==> src/rtl/rst_seq_if.sv <==
// Handshake bundle between the reset sequencer and its surroundings.
// master drives the request/ack side; slave is the sequencer itself.
interface rst_seq_if #(
  parameter int N_DOM = 4,
  parameter int DLY_W = 8
);
  localparam int KW = (N_DOM > 1) ? $clog2(N_DOM) : 1;

  logic                   sw_rst_req_i;
  logic [N_DOM*DLY_W-1:0] dly_i;
  logic [N_DOM-1:0]       ack_i;
  logic [N_DOM-1:0]       rst_n_o;
  logic                   busy_o;
  logic                   done_o;
  logic                   err_o;
  logic [KW-1:0]          err_dom_o;

  modport master (
    output sw_rst_req_i, dly_i, ack_i,
    input  rst_n_o, busy_o, done_o, err_o, err_dom_o
  );

  modport slave (
    input  sw_rst_req_i, dly_i, ack_i,
    output rst_n_o, busy_o, done_o, err_o, err_dom_o
  );
endinterface

==> src/rtl/rst_seq.sv <==
// Multi-domain reset sequencer: hold all domains, then release them one at a
// time in index order, each after its own delay and gated by its acknowledge.
module rst_seq #(
  parameter int N_DOM    = 4,
  parameter int DLY_W    = 8,
  parameter int HOLD_CYC = 16,
  parameter int TO_CYC   = 1024
) (
  input logic       clk_i,
  input logic       rst_n_i,
  rst_seq_if.slave  bus
);
  localparam int KW = (N_DOM > 1) ? $clog2(N_DOM) : 1;
  localparam int HW = $clog2(HOLD_CYC + 1);
  localparam int TW = $clog2(TO_CYC + 1);

  typedef enum logic [2:0] {S_HOLD, S_DLY, S_ACK, S_RUN, S_ERR} state_t;

  state_t                        state;
  logic [KW-1:0]                 k;
  logic [KW-1:0]                 k_nxt;
  logic [HW-1:0]                 hcnt;
  logic [DLY_W-1:0]              dcnt;
  logic [TW-1:0]                 tcnt;
  logic [N_DOM-1:0][DLY_W-1:0]   dly_arr;
  logic                          last_dom;

  for (genvar g = 0; g < N_DOM; g++) begin : g_dly
    assign dly_arr[g] = bus.dly_i[g*DLY_W +: DLY_W];
  end

  assign k_nxt    = k + 1'b1;
  assign last_dom = (k == KW'(N_DOM - 1));

  // Outputs are updated on the same edge as the state they describe.
  always_ff @(posedge clk_i or negedge rst_n_i) begin
    if (!rst_n_i) begin
      state         <= S_HOLD;
      k             <= '0;
      hcnt          <= '0;
      dcnt          <= '0;
      tcnt          <= '0;
      bus.rst_n_o   <= '0;
      bus.busy_o    <= 1'b1;
      bus.done_o    <= 1'b0;
      bus.err_o     <= 1'b0;
      bus.err_dom_o <= '0;
    end else if (bus.sw_rst_req_i) begin
      state         <= S_HOLD;
      k             <= '0;
      hcnt          <= '0;
      dcnt          <= '0;
      tcnt          <= '0;
      bus.rst_n_o   <= '0;
      bus.busy_o    <= 1'b1;
      bus.done_o    <= 1'b0;
      bus.err_o     <= 1'b0;
      bus.err_dom_o <= '0;
    end else begin
      case (state)
        S_HOLD: begin
          if (hcnt == HW'(HOLD_CYC - 1)) begin
            state <= S_DLY;
            k     <= '0;
            hcnt  <= '0;
            dcnt  <= dly_arr[0];
          end else begin
            hcnt <= hcnt + 1'b1;
          end
        end
        S_DLY: begin
          // Delay is latched at stage entry, so d=0 still spends one cycle here.
          if (dcnt == '0) begin
            bus.rst_n_o[k] <= 1'b1;
            state          <= S_ACK;
            tcnt           <= '0;
          end else begin
            dcnt <= dcnt - 1'b1;
          end
        end
        S_ACK: begin
          if (bus.ack_i[k]) begin
            if (last_dom) begin
              state      <= S_RUN;
              bus.busy_o <= 1'b0;
              bus.done_o <= 1'b1;
            end else begin
              state <= S_DLY;
              k     <= k_nxt;
              dcnt  <= dly_arr[k_nxt];
            end
          end else if (tcnt == TW'(TO_CYC - 1)) begin
            state         <= S_ERR;
            bus.busy_o    <= 1'b0;
            bus.err_o     <= 1'b1;
            bus.err_dom_o <= k;
          end else begin
            tcnt <= tcnt + 1'b1;
          end
        end
        S_RUN, S_ERR: begin
        end
        default: state <= S_HOLD;
      endcase
    end
  end
endmodule

==> src/flat_wrapper.sv <==
// flat-port wrapper written by rule: the top's interface ports become plain ports
module rst_seq_flat 
#(
  parameter int N_DOM    = 4,
  parameter int DLY_W    = 8,
  parameter int HOLD_CYC = 16,
  parameter int TO_CYC   = 1024
)
  (clk_i, rst_n_i, bus_sw_rst_req_i, bus_dly_i, bus_ack_i, bus_rst_n_o, bus_busy_o, bus_done_o, bus_err_o, bus_err_dom_o);
  rst_seq_if #(.N_DOM(N_DOM), .DLY_W(DLY_W)) bus_i ();
  input logic clk_i;
  input logic rst_n_i;
  input wire logic [$bits(bus_i.sw_rst_req_i)-1:0] bus_sw_rst_req_i;
  input wire logic [$bits(bus_i.dly_i)-1:0] bus_dly_i;
  input wire logic [$bits(bus_i.ack_i)-1:0] bus_ack_i;
  output wire logic [$bits(bus_i.rst_n_o)-1:0] bus_rst_n_o;
  output wire logic [$bits(bus_i.busy_o)-1:0] bus_busy_o;
  output wire logic [$bits(bus_i.done_o)-1:0] bus_done_o;
  output wire logic [$bits(bus_i.err_o)-1:0] bus_err_o;
  output wire logic [$bits(bus_i.err_dom_o)-1:0] bus_err_dom_o;
  assign bus_i.sw_rst_req_i = bus_sw_rst_req_i;
  assign bus_i.dly_i = bus_dly_i;
  assign bus_i.ack_i = bus_ack_i;
  assign bus_rst_n_o = bus_i.rst_n_o;
  assign bus_busy_o = bus_i.busy_o;
  assign bus_done_o = bus_i.done_o;
  assign bus_err_o = bus_i.err_o;
  assign bus_err_dom_o = bus_i.err_dom_o;
  rst_seq #(.N_DOM(N_DOM), .DLY_W(DLY_W), .HOLD_CYC(HOLD_CYC), .TO_CYC(TO_CYC)) u_core (.clk_i(clk_i), .rst_n_i(rst_n_i), .bus(bus_i));
endmodule
==> config.mk <==
export PLATFORM = sky130hd
export DESIGN_NAME = rst_seq_flat
export DESIGN_NICKNAME = d
export VERILOG_FILES = /design/src/rtl/rst_seq_if.sv /design/src/rtl/rst_seq.sv /design/src/flat_wrapper.sv
export SDC_FILE = /design/constraint.sdc
export NUM_CORES = 1
export LEC_CHECK = 0
export BUFFER_PORTS_ARGS = -buffer_cell sky130_fd_sc_hd__clkbuf_2
export CORE_AREA = 4 4 96 98
export DETAILED_ROUTE_END_ITERATION = 7
export DIE_AREA = 0 0 100 102
export SYNTH_ARGS = -nofsm -noshare
export SYNTH_HDL_FRONTEND = slang
export SYNTH_SLANG_ARGS = --single-unit
==> constraint.sdc <==
create_clock -name clk_i -period 3.3 [get_ports clk_i]
set_clock_uncertainty 0.1 [all_clocks]
set_input_delay 0.495 -clock clk_i [delete_from_list [all_inputs] [get_ports clk_i]]
set_output_delay 0.495 -clock clk_i [all_outputs]
set_load 0.02 [all_outputs]
==> results of run 1 <==
-- per-layer routing --
metal  global-route usage  part of all wire  vias up  wire length [um]
li1                     -                 -     1062                 -
met1                0.174              0.48     1047              3060
met2                0.216              0.46       46              2930
met3               0.0259             0.048        8               306
met4               0.0342             0.011        0                68
met5                    0                 0        -                 0
-- critical path, delay by kind of cell (launching register included) --
family | cells | cell delay (ns)
flops | 1 | 0.43
simple gates | 2 | 0.82
compound gates | 3 | 0.84
-- final cells by class --
class                      instances  area, sq um  share of cell area
sequential                        38          952               0.328
inverter                          11         41.3              0.0142
clock inverter                     1         5.00             0.00173
tap                              108          135              0.0466
clock buffer                       7         86.3              0.0298
multi-input combinational        203         1410               0.488
timing repair buffer              51          265              0.0915
-- state kept, by name (all words and copies together), names as in the netlist --
register and count:
u_core.tcnt 11, u_core.dcnt 8, u_core.hcnt 5, u_core.bus.rst_n_o 4, u_core.state 3, u_core.bus.err_dom_o 2, u_core.k 2, u_core.bus.busy_o 1
u_core.bus.done_o 1, u_core.bus.err_o 1
-- worst max path at each step --
stage                                          start                          to
after floorplan              u_core.k[0]$_DFFE_PN0P_  u_core.dcnt[2]$_DFFE_PN0P_
after CTS                    u_core.k[0]$_DFFE_PN0P_  u_core.dcnt[3]$_DFFE_PN0P_
final                     u_core.dcnt[4]$_DFFE_PN0P_  u_core.dcnt[3]$_DFFE_PN0P_
after global routing         u_core.k[0]$_DFFE_PN0P_  u_core.tcnt[5]$_DFFE_PN0P_
after detailed placement                bus_ack_i[3]  u_core.dcnt[3]$_DFFE_PN0P_
after global placement                  bus_ack_i[0]  u_core.tcnt[4]$_DFFE_PN0P_
-- cell usage in the layout (no fill, tap or decap), drive strengths merged, types with 3 or more instances in the layout --
cell type   n
mux4        8
clkbuf     54
inv        11
nor4        8
a221oi      3
buf         4
a211oi      3
nand3      14
nor3        5
nand2      27
nor3b       3
a21oi      16
or3         4
o21ai      20
nor2       32
nand2b      4
ha          8
xor2        8
dfrtp      37
o22ai       3
-- cells by family (layout without fill, tap and decap cells) --
kind of cell	after synthesis	count (layout)
mux	12	12
fa+ha+maj	8	8
xor+xnor	9	9
simple gates	111	111
compound gates	63	63
buf+inv	25	70
flops	38	38
-- cells in the mapped netlist, types with 2 or more instances --
cell type	instances	share of area
dfrtp_1	37	0.37
nor2_1	32	0.049
nand2_1	27	0.041
a21oi_1	16	0.032
o21ai_0	16	0.032
nand3_1	14	0.028
inv_1	11	0.017
ha_1	8	0.040
mux4_2	8	0.073
nor4_1	8	0.020
xor2_1	8	0.028
clkbuf_1	7	0.011
nor3_1	5	0.010
nand2b_1	4	0.010
o21ai_1	4	0.0081
or3_1	4	0.010
a221oi_1	3	0.011
buf_2	3	0.0061
nor3b_1	3	0.0091
a2111o_1	2	0.0091
a211oi_1	2	0.0061
a21o_1	2	0.0061
and2_1	2	0.0051
and4_1	2	0.0071
and4b_1	2	0.0081
buf_1	2	0.0030
mux2i_1	2	0.0081
nand4_1	2	0.0051
o21a_1	2	0.0061
o22ai_2	2	0.010
o31ai_1	2	0.0061
or2_2	2	0.0051
-- power by group through the flow --
stage                     Combinational (mW)  Sequential [mW]  Clock (mW)
after floorplan                       0.0712            0.494           0
after global placement                 0.116            0.497           0
after detailed placement               0.118            0.497           0
after CTS                              0.118            0.487       0.354
after global routing                   0.131            0.489       0.367
final                                  0.116            0.488       0.338
==> summary.md, run 1 <==
| Metric | Value |
|---|---|
| Share of layout cells above drive strength 1 | `0.251` |
| # Post-CTS Setup Buffers | `0` |
| Die Span Y | `102 um` |
| Overflow after GRT | `0` |
| Worst-Margin Slew | `0.992 ns` |
| Final net count | `between 300 and 400` |
| Worst R2R End | `u_core.dcnt[3]$_DFFE_PN0P_` |
| Critical path class | `flip-flop to flip-flop` |
| Pint | `~0.7 mW` |
| Final Max Tran Viols | `0` |
| Fmax | `roughly 440 MHz` |
| Final worst path period share | `0.697` |
| Worst path cell trace | `nor4_1, a21boi_0, o32ai_4, or2_2, o22ai_2` |
| Post-Synth Simple-Gate Area | `0.226` |
| Maximum clock insertion buffer count | `2` |
| Area Overhead vs Synth | `17.1%` |
| Clk_lat worst skew | `around 0.30 ns` |
| Psw | `0.245 mW` |
| Comb pwr share | `0.124` |
| Chip width | `100 um` |
| All-Layer GR Usage | `0.130` |
| Post-route cell area | `2900 sq um` |
| Crit path required time | `3.39 ns` |
| Post-cts sizing count | `0` |
| Sequential share of power | `0.518` |
| Fin crit period | `2.30 ns` |
| Hold WC Path Type | `primary input to asynchronous set/reset pin` |
| Detailed Route WL | `6370 um` |
| Setup TNS | `0 ns` |
| Worst-path fanout max | `12` |
| DPL Wire Length | `4750 um` |
| FF-to-FF path depth | `5` |
| Overall power | `~0.94 mW` |
| PortBufs | `47` |
| WHS | `between 0.2 and 0.25 ns` |
| VDD IR max | `0.177 mV` |
| CTS clk-pin slew, worst paths | `approximately 0.080 ns` |
| H-tree levels | `2` |
| Post-place setup slack | `about 0.97 ns` |
| CTS sink cnt | `38` |
| Sequential element share of the synthesized area | `0.385` |
| I/O pins | `48` |
| Sw Ratio | `0.260` |
| CP Data Arrival Time | `2.38 ns` |
| ANT cells | `0` |
| Placed instance area | `2810 sq um` |
| CORE AREA | `8470 sq um` |
| Clock Root Buffer | `clkbuf_8` |
| Fin worst setup slack | `about 1 ns` |
| Unique masters post-synth | `54` |
| Post-Synth XOR/XNOR Area | `0.0319` |
| P per Cell Area | `325 nW/um^2` |
| # fillers | `~900` |
| Pin count of the biggest net entering global routing | `39` |
| Synth Area in Compound Gates | `0.181` |
| TritonCTS clock tree | `done` |
| FF-to-FF Start | `u_core.dcnt[4]$_DFFE_PN0P_` |
| Starting density of the core | `0.292` |
| DR vias/cell | `roughly 5.2` |
| Post-Synthesis Cells | `266` |
| Syn Area/Cell | `between 9 and 10 sq um` |
| Syn_nets | `313` |
| Drt wl/cell | `15.2 um` |
| Warnings from Yosys | `0` |
| Mux contribution to synthesized area | `0.0915` |
| Cts-stage hold buffer count | `0` |
| Final Hold Vio Count | `0` |
| EDFF count, synth | `0` |
| Startpoint types | `flip-flop` |
| Final GP Congestion | `0.898` |
| Ys flop type | `dfrtp_1` |
| Drt drc | `0` |
| Main combinational cell family by area after synthesis | `simple AND/OR/NAND/NOR gates` |
| ANT nets after route | `0` |
| Adder-cell share of the synthesized area | `0.0404` |
| Max-slew headroom | `0.339` |
| Yosys reg bits | `38` |
| Rows | `34` |
| Cell Area, Synth | `2470 sq um` |
| Die area | `10,200 sq um` |
| P_leak | `1.24 nW` |
| TritonCTS Buffers | `5` |
| First-pass detailed-route iteration total | `4` |
| CP Capture Type | `flip-flop` |
| First DRT Iteration DRCs | `a little over 80` |
| Slowest stage delay, CP | `about 0.54 ns` |
| RSZ-0062 raised after global routing | `no` |
| First-pass GRT wire length | `roughly 10,000 um` |
| DP Cell Count | `411` |
| Finish-stage setup viols | `0` |
| R2R setup slack | `1.00 ns` |
| Slowest CP cell | `nor4_1` |
| Layout Utilization | `0.342` |
| Status | `finished, final reports clean` |
| # Max-Cap Violations | `0` |
| Vias in the first global route | `2,100` |
| Clock network fraction of total power | `0.359` |
| Async S/R FF share, synth | `1.00` |
| Total number of vias | `2,163` |
| Antenna violations before repair | `0` |
| Non-Filler Instances | `419` |
(Power assumes the default switching activity.)
==> inputs of run 2 (changes only) <==
- clock period: 3.3 -> 2.4 ns (I/O delays scaled with it)
==> summary.md, run 2 (synthesis gave the netlist of run 1 again) <==
| Metric | Value |
|---|---|
| Startpoint types | `flip-flop` |
| Pint | `1.15 mW (+64%)` |
| Biggest regs | `u_core.tcnt x11, u_core.dcnt x8, u_core.hcnt x5` |
| Fin worst setup slack | `0.258 ns (-0.743 ns)` |
| All-Layer GR Usage | `0.141 (+0.0112)` |
| Commonest non-fill, non-tap cell in the layout | `clkbuf_2` |
| # Max-Cap Violations | `0 (unchanged)` |
| FF-to-FF Start | `u_core.k[0]$_DFFE_PN0P_` |
| H-tree levels | `2 (unchanged)` |
| Rows | `34 (unchanged)` |
| CORE AREA | `8470 sq um (unchanged)` |
| Clk_lat worst skew | `0.30 ns (about the same)` |
| Worst-path fanout max | `10 (-2)` |
| Final GP Congestion | `0.798 (-11%)` |
| VDD IR max | `0.178 mV (+0.69%)` |
| Commonest non-fill, non-tap cells in the layout | `clkbuf_2, dfrtp_1, nor2_1` |
| TritonCTS Buffers | `5 (unchanged)` |
| Cts-stage hold buffer count | `0 (unchanged)` |
| Total number of vias | `2,173 (+0.46%)` |
| Die Span Y | `102 um (unchanged)` |
| Vias in the first global route | `2,315 (+10%)` |
| Clock Root Buffer | `clkbuf_8` |
| Critical path class | `flip-flop to flip-flop` |
| Finish-stage setup viols | `0 (unchanged)` |
| Share of layout cells above drive strength 1 | `0.268 (+0.0173)` |
| Sequential share of power | `0.444 (-0.074)` |
| Reg with most FFs | `u_core.tcnt` |
| DPL Wire Length | `4930 um (+3.7%)` |
| Clock network fraction of total power | `0.447 (+0.088)` |
| # Post-CTS Setup Buffers | `0 (unchanged)` |
| Final Max Tran Viols | `0 (unchanged)` |
| Overall power | `1.51 mW (+60%)` |
| CP Capture Type | `flip-flop` |
| ANT nets after route | `0 (unchanged)` |
| ANT cells | `0 (unchanged)` |
| RSZ-0062 raised after global routing | `no` |
| Comb pwr share | `0.109 (-0.015)` |
| Setup crit start | `u_core.k[0]$_DFFE_PN0P_` |
| Chip width | `100 um (unchanged)` |
| CTS clk-pin slew, worst paths | `0.09 ns (about the same)` |
| Starting density of the core | `0.292 (unchanged)` |
| Antenna violations before repair | `0 (unchanged)` |
| I/O pins | `48 (unchanged)` |
| Drt drc | `0 (unchanged)` |
| Maximum clock insertion buffer count | `2 (unchanged)` |
| First-pass detailed-route iteration total | `4 (unchanged)` |
| Pin count of the biggest net entering global routing | `39 (unchanged)` |
| Psw | `0.365 mW (+49%)` |
| Area used by multi-input combinational logic | `1410 sq um (unchanged)` |
| Final worst path period share | `0.892 (+0.196)` |
| Max reg flops | `11 (unchanged)` |
| Status | `finished, final reports clean` |
| Hold WC Path Type | `primary input to asynchronous set/reset pin` |
| Setup TNS | `0 ns (unchanged)` |
| Worst-Margin Slew | `0.565 ns (-0.427 ns)` |
| First-pass GRT wire length | `11,300 um (+7.8%)` |
| Detailed Route WL | `6620 um (+4.0%)` |
| # fillers | `869 (-2.5%)` |
| Post-cts sizing count | `0 (unchanged)` |
| Overflow after GRT | `0 (unchanged)` |
| Crit path required time | `2.49 ns (-0.90 ns)` |
| Fin crit period | `2.14 ns (-0.157 ns)` |
| Sw Ratio | `0.242 (-0.0187)` |
| Fmax | `467 MHz (+7.3%)` |
| CTS sink cnt | `38 (unchanged)` |
| P_leak | `1.29 nW (+4.1%)` |
| Max-slew headroom | `0.620 (+0.281)` |
| First DRT Iteration DRCs | `120 (+45%)` |
| Post-place setup slack | `0.240 ns (-0.725 ns)` |
| Die area | `10,200 sq um (unchanged)` |
| Final Hold Vio Count | `0 (unchanged)` |
| WHS | `0.00185 ns (-0.230 ns)` |
| DR vias/cell | `5.11 (-0.96%)` |
| Area Overhead vs Synth | `20.8%` |
| CP Data Arrival Time | `2.23 ns (-0.15 ns)` |
| Reg area | `952 sq um (unchanged)` |
| PortBufs | `47 (unchanged)` |
| TritonCTS clock tree | `done` |
| Drt wl/cell | `15.6 um (+2.5%)` |
| P per Cell Area | `505 nW/um^2 (+56%)` |
| Final net count | `363 (+1.7%)` |
==> run 2: changes by cell type in the layout (fill, tap and decap cells not counted), sizes merged <==
cell / before / now
buf: 4 / 10
bufinv: 0 / 2
clkbuf: 54 / 52
==> run 2: layout make-up <==
class,count,share of cell area
clock buffer,5,0.0230
multi-input combinational,203,0.473
clock inverter,3,0.0230
sequential,38,0.318
timing repair buffer,57,0.104
inverter,11,0.0138
tap,108,0.0452
==> run 2: critical path, cell delays in order (launching register included) <==
cell	delay (ns)
dfrtp_1	0.43
inv_1	0.11
ha_1	0.62
mux4_2	0.38
a221oi_1	0.30
o31ai_1	0.09
==> run 2: path summary, 6_finish.rpt <==
check | slack, ns | depth (start not counted) | end
hold reg to reg | 0.40 | 2 | u_core.tcnt[10]$_DFFE_PN0P_
setup / recovery | 0.26 | 5 | u_core.dcnt[2]$_DFFE_PN0P_
min in group clk_i | 0.23 | 2 | u_core.dcnt[2]$_DFFE_PN0P_
hold / removal | 0.002 | 2 | u_core.dcnt[7]$_DFFE_PN0P_
setup reg to reg | 0.26 | 5 | u_core.dcnt[2]$_DFFE_PN0P_
max in group asynchronous | 1.81 | 2 | u_core.bus.busy_o$_DFFE_PN1P_
==> run 2: power groups by stage <==
stage | Combinational, mW | Clock, mW | Sequential [mW]
floorplan | 0.0978 | 0 | 0.679
global placement | 0.164 | 0 | 0.683
detailed placement | 0.168 | 0 | 0.683
CTS | 0.168 | 0.696 | 0.671
global route | 0.190 | 0.725 | 0.673
finish | 0.165 | 0.675 | 0.671
==> run 2: metal layers <==
layer	global-route usage	routed length [um]
met5	0	0
met4	0.0497	76
met3	0.0348	394
met2	0.228	3070
met1	0.184	3080
==> run 2: metrics by stage <==
step                       util  cell area, sq um  std cells
after floorplan               -              2470        266
after global placement    0.337              2850        417
after detailed placement  0.337              2850        417
after CTS                 0.353              2990        425
after global routing      0.353              2990        425
final                     0.353              2990        425
